File: src/rtl/mac_result_pkg.sv
`default_nettype none
// ============================================================================
// mac_result_pkg: shared widths and entry layout for the MAC result FIFO.
// Rev 1.0
// ============================================================================
package mac_result_pkg;

  localparam int DATA_W_DEF = 20;
  localparam int DEPTH_DEF  = 8;
  localparam int DROP_CNT_W = 8;

  typedef struct packed {
`ifdef MAC_RESULT_OVF_DETECT_EN
    logic                  ovf;
`endif
    logic [DATA_W_DEF-1:0] data;
  } result_entry_t;

endpackage
`default_nettype wire

File: src/rtl/mac_result_mem.sv
`default_nettype none
// ============================================================================
// mac_result_mem: register array, one synchronous write port, async read.
// Rev 1.0
// ============================================================================
module mac_result_mem #(
  parameter int WIDTH = 20,
  parameter int DEPTH = 8,
  parameter int AW    = $clog2(DEPTH)
) (
  input  logic             clk,
  input  logic             we,
  input  logic [AW-1:0]    waddr,
  input  logic [WIDTH-1:0] wdata,
  input  logic [AW-1:0]    raddr,
  output logic [WIDTH-1:0] rdata
);

  // Storage is deliberately unreset; the pointers define which entries are live.
  logic [WIDTH-1:0] mem [DEPTH];

  always_ff @(posedge clk) begin
    if (we) mem[waddr] <= wdata;
  end

  assign rdata = mem[raddr];

endmodule
`default_nettype wire

File: src/rtl/mac_result_fifo.sv
`default_nettype none
// ============================================================================
// mac_result_fifo: first-word fall-through FIFO with drop counter behind the
// sum-of-squares accumulator; MAC_RESULT_OVF_DETECT_EN adds a per-entry wrap flag.
// Rev 1.0
// ============================================================================
module mac_result_fifo
  import mac_result_pkg::*;
#(
  parameter int DATA_W = DATA_W_DEF,
  parameter int DEPTH  = DEPTH_DEF
) (
  input  logic                     clk,
  input  logic                     reset,
  input  logic                     valid_in,
  input  logic [DATA_W-1:0]        data_in,
  output logic                     out_valid,
  input  logic                     out_ready,
  output logic [DATA_W-1:0]        data_out,
  output logic                     full,
  output logic                     empty,
  output logic [$clog2(DEPTH):0]   count,
  output logic [DROP_CNT_W-1:0]    drop_cnt
`ifdef MAC_RESULT_OVF_DETECT_EN
  ,
  output logic                     out_ovf
`endif
);

  localparam int AW = $clog2(DEPTH);
`ifdef MAC_RESULT_OVF_DETECT_EN
  localparam int ENTRY_W = DATA_W + 1;
`else
  localparam int ENTRY_W = DATA_W;
`endif

  logic [AW:0]         wr_ptr;
  logic [AW:0]         rd_ptr;
  logic                push;
  logic                pop;
  logic                drop;
  logic [ENTRY_W-1:0]  wdata;
  logic [ENTRY_W-1:0]  rdata;

  // Extra pointer MSB distinguishes full from empty when the low bits match.
  assign empty     = (wr_ptr == rd_ptr);
  assign full      = (wr_ptr[AW] != rd_ptr[AW]) && (wr_ptr[AW-1:0] == rd_ptr[AW-1:0]);
  assign count     = wr_ptr - rd_ptr;
  assign out_valid = !empty;

  assign pop  = out_valid && out_ready;
  assign push = valid_in && (!full || pop);
  assign drop = valid_in && full && !pop;

  assign data_out = empty ? '0 : rdata[DATA_W-1:0];

`ifdef MAC_RESULT_OVF_DETECT_EN
  logic [DATA_W-1:0] prev;

  // The wrap flag tracks every strobe, so prev follows dropped samples too.
  assign wdata   = {(data_in < prev), data_in};
  assign out_ovf = !empty && rdata[DATA_W];

  always_ff @(posedge clk or posedge reset) begin
    if (reset) begin
      prev <= '0;
    end else if (valid_in) begin
      prev <= data_in;
    end
  end
`else
  assign wdata = data_in;
`endif

  always_ff @(posedge clk or posedge reset) begin
    if (reset) begin
      wr_ptr   <= '0;
      rd_ptr   <= '0;
      drop_cnt <= '0;
    end else begin
      if (push) wr_ptr <= wr_ptr + 1'b1;
      if (pop)  rd_ptr <= rd_ptr + 1'b1;
      if (drop && (drop_cnt != {DROP_CNT_W{1'b1}})) drop_cnt <= drop_cnt + 1'b1;
    end
  end

  mac_result_mem #(
    .WIDTH (ENTRY_W),
    .DEPTH (DEPTH),
    .AW    (AW)
  ) u_mem (
    .clk   (clk),
    .we    (push),
    .waddr (wr_ptr[AW-1:0]),
    .wdata (wdata),
    .raddr (rd_ptr[AW-1:0]),
    .rdata (rdata)
  );

endmodule
`default_nettype wire
File: config.mk
export PLATFORM = sky130hd
export DESIGN_NAME = mac_result_fifo
export DESIGN_NICKNAME = d
export VERILOG_FILES = /design/src/rtl/mac_result_pkg.sv /design/src/rtl/mac_result_mem.sv /design/src/rtl/mac_result_fifo.sv
export SDC_FILE = /design/constraint.sdc
export NUM_CORES = 1
export LEC_CHECK = 0
export ABC_AREA = 1
export BUFFER_PORTS_ARGS = -buffer_cell sky130_fd_sc_hd__clkbuf_2
export CORE_ASPECT_RATIO = 2
export CORE_MARGIN = 5
export CORE_UTILIZATION = 30
export DETAILED_ROUTE_END_ITERATION = 8
export PLACE_DENSITY = 0.46
export SETUP_SLACK_MARGIN = 0.2
export SLEW_MARGIN = 0
export SYNTH_ARGS = -nofsm -noshare
export SYNTH_HDL_FRONTEND = slang
export SYNTH_SLANG_ARGS = --single-unit
export TNS_END_PERCENT = 30
File: constraint.sdc
create_clock -name clk -period 3.5 [get_ports clk]
set_clock_uncertainty 0.05 [all_clocks]
set_input_delay 0.175 -clock clk [delete_from_list [all_inputs] [get_ports clk]]
set_output_delay 0.175 -clock clk [all_outputs]
set_load 0.02 [all_outputs]
==> PnR_summary.wiki <==
{| class="wikitable"
! Metric !! Value
|-
| Distinct cells, synth || 30
|-
| Data required, critical path || ~3300 ps
|-
| Die boundary width || 122 um
|-
| Number of DRC violations after detailed routing || 0
|-
| Maximum buffer depth of the clock tree || 2
|-
| Routing usage on met1 || 0.164
|-
| Drt first pass iters || 4
|-
| Count of antenna-violating nets left after detailed routing || 0
|-
| Area Overhead vs Synth || 18.3%
|-
| Largest net degree at the start of global routing || between 80 and 90
|-
| Number of sinks on the clock net || about 180
|-
| Overall die height || about 230 um
|-
| Fraction of the yosys area taken by sequential cells || 0.688
|-
| Routed via count || 4994
|-
| WL/cell || roughly 18 um
|-
| Result of the run || completed
|-
| Root Buffer || sky130_fd_sc_hd__clkbuf_16
|-
| GR Overflow Total || 0
|-
| Capturing element type of the critical path || output pin
|-
| Post-CTS resize count || 0
|-
| Critical Path Source Type || register
|-
| Initial antenna violation count || 0
|-
| Initial Utilization || 0.303
|-
| Slew @ Worst Pin || about 900 ps
|-
| GRT Resource Usage Total || 0.146
|-
| Worst Hold Margin || 17.2 ps
|-
| Die footprint || 28700 sq um
|-
| Arrival time reported for the critical path endpoint || 2480 ps
|-
| Placed wire-length estimate after detailed placement || roughly 12000 um
|-
| Static leakage power || ~3.4 nW
|-
| Cell Area, Synth || around 7600 sq um
|-
| Ratio of cells with drive above 1 in the final layout || 0.166
|-
| Average via count per standard cell || about 4.5
|-
| Post-synthesis average cell area || 11.0 sq um
|-
| Max-slew violations || 0
|-
| Power density relative to cell area || around 900 nW/um^2
|-
| Clk slew on worst S/H paths || 70 ps
|-
| Floorplan Core Area || about 25000 sq um
|-
| Vias in the first global route || roughly 5.2k
|-
| Total inserted antenna cells || 0
|-
| Warnings, synthesis || 0
|-
| Hold Crit Class || primary input to register
|-
| Maximum ir drop on the vdd rail || approximately 0.63 mV
|-
| Post-CTS setup buffer count || 0
|-
| Register-to-Register Setup Slack || 1060 ps
|-
| Placed insts || around 1.1k
|-
| GR Layer Usage met3 || 0.0305
|-
| Relative slew slack || 0.390
|-
| Total CTS buffers || 17
|-
| Area leader, netlist || sky130_fd_sc_hd__edfxtp_1
|-
| Period Utilization, post-route || 0.773
|-
| Post-CTS Hold Buffers || 12
|-
| Post-Synthesis Net Count || around 720
|-
| Setup violators final || 0
|-
| Max FO, Critical Path || 19
|-
| Layout net count || between 700 and 800
|-
| Max frequency || approximately 0.37 GHz
|-
| Global-route wire length before repair || just over 30000 um
|-
| Layer carrying the most global-route usage || met2
|-
| Share of the synthesized area in the top cell type || 0.635
|-
| Boundary Pins || 59
|-
| Worst skew pair latency || between 400 and 500 ps
|-
| Count of standard-cell rows || 82
|-
| Unrepaired setup endpoints after global routing || no
|-
| Largest cells by area after synthesis || sky130_fd_sc_hd__edfxtp_1 (64%), sky130_fd_sc_hd__nor2_1 (11%), sky130_fd_sc_hd__dfrtp_1 (5.3%)
|-
| Reported max-cap violation count || 0
|-
| CTS tree || done
|-
| Global placer's final weighted congestion || ~0.73
|-
| Non-filler cells in the finished layout || ~1.1k
|-
| Grt met2 use || 0.274
|-
| Overall routed net length || 19700 um
|-
| PortBufs || 58
|-
| DRC violation total after the first TritonRoute iteration || 173
|-
| Number of levels the H-tree was split into || 4
|-
| Shortest clock period the worst path allows after layout || roughly 2700 ps
|-
| Final Hold Violating Endpoints || 0
|-
| Synthesized flop and latch total || approximately 180
|-
| Setup TNS after final layout || 0 ps
|-
| Number of instances in the synthesized netlist || around 700
|-
| Worst Setup Path Type || register to output pin
|}
==> path summary, 6_finish.rpt <==
check / endpoint / cells after the start / start
setup / recovery: data_out[10] / 8 / wr_ptr[2]
hold / removal: u_mem.mem[7][19] / 1 / data_in[19]
setup reg to reg: u_mem.mem[2][8] / 9 / wr_ptr[2]
hold reg to reg: drop_cnt[3] / 2 / drop_cnt[3]
max in group asynchronous: rd_ptr[0] / 3 / reset
min in group asynchronous: drop_cnt[4] / 3 / reset
==> power breakdown <==
group / switching, mW / total (mW) / leakage, nW / internal [mW]
Combinational: 2.40 / 3.41 / 1.45 / 1.01
Sequential: 0.110 / 2.71 / 1.66 / 2.60
Clock: 0.802 / 1.92 / 0.281 / 1.12
==> layout make-up <==
cell class	count	area, sq um
inverters	19	73.8
clock inverters	13	161
flip-flops and latches	176	5210
multi-input cells	459	2070
fillers	2491	16000
repair buffers	85	586
well taps	336	420
clock buffers	18	429
==> cells by family after synthesis <==
family / synth area share
DFF: 0.688
and+or+nand+nor: 0.193
buffers and inverters: 0.0402
xor gates and xnor gates: 0.00811
AOI/OAI and AO/OA: 0.0582
adders and majority gates: 0.0126
==> per-layer routing <==
layer | wire length (um) | part of all wire
met1 | 7830 | 0.40
met2 | 11000 | 0.56
met3 | 536 | 0.027
met4 | 330 | 0.017
met5 | 0 | 0
==> state kept, by name, summed over array words and instances, names as in the netlist <==
name and cells:
drop_cnt 8, rd_ptr 4, u_mem.mem 160, wr_ptr 4
==> cells in the final DEF, fill, tap and decap left out, types with 2 or more instances in the layout <==
cell type and instances:
sky130_fd_sc_hd__buf_12 5, sky130_fd_sc_hd__buf_4 10, sky130_fd_sc_hd__bufinv_16 3, sky130_fd_sc_hd__clkbuf_16 17, sky130_fd_sc_hd__clkbuf_2 58, sky130_fd_sc_hd__clkinv_2 2, sky130_fd_sc_hd__clkinvlp_4 3, sky130_fd_sc_hd__dfrtp_1 15
sky130_fd_sc_hd__dlygate4sd3_1 12, sky130_fd_sc_hd__edfxtp_1 160, sky130_fd_sc_hd__ha_1 6, sky130_fd_sc_hd__inv_1 15, sky130_fd_sc_hd__inv_2 3, sky130_fd_sc_hd__inv_6 3, sky130_fd_sc_hd__nand2_1 92, sky130_fd_sc_hd__nand2_2 6
sky130_fd_sc_hd__nand3_1 34, sky130_fd_sc_hd__nor2_1 209, sky130_fd_sc_hd__nor2_2 10, sky130_fd_sc_hd__nor2_4 2, sky130_fd_sc_hd__o21ai_0 4, sky130_fd_sc_hd__o21ai_1 80, sky130_fd_sc_hd__xnor2_1 2, sky130_fd_sc_hd__xor2_1 5
==> critical path, cell delays in order (launching register included) <==
cell and delay [ps]:
sky130_fd_sc_hd__dfrtp_1 460, sky130_fd_sc_hd__ha_1 400, sky130_fd_sc_hd__nand2_2 100, sky130_fd_sc_hd__nor2_4 130
sky130_fd_sc_hd__nand2_2 390, sky130_fd_sc_hd__buf_4 310, sky130_fd_sc_hd__nand2_1 60, sky130_fd_sc_hd__nor2_1 40
sky130_fd_sc_hd__clkbuf_2 160
==> cell usage after synthesis, drive strengths merged <==
cell / number
a21o: 1
a21oi: 1
buf: 30
clkbuf: 3
dfrtp: 16
edfxtp: 160
fa: 1
ha: 6
inv: 19
nand2: 99
nand3: 35
nand3b: 1
nand4: 2
nor2: 221
o21a: 1
o21ai: 84
xnor2: 2
xor2: 5
==> metrics by stage <==
step	utilization	cell area (sq um)	setup WS [ps]	power, mW
after global routing	0.359	8950	610	8.63
after global placement	0.331	8240	1090	6.27
after floorplan	-	7560	655	5.16
after detailed placement	0.331	8240	1070	6.27
after CTS	0.359	8950	723	8.21
final	0.359	8950	794	8.04
Note: power is estimated with default switching activity, not from simulation.
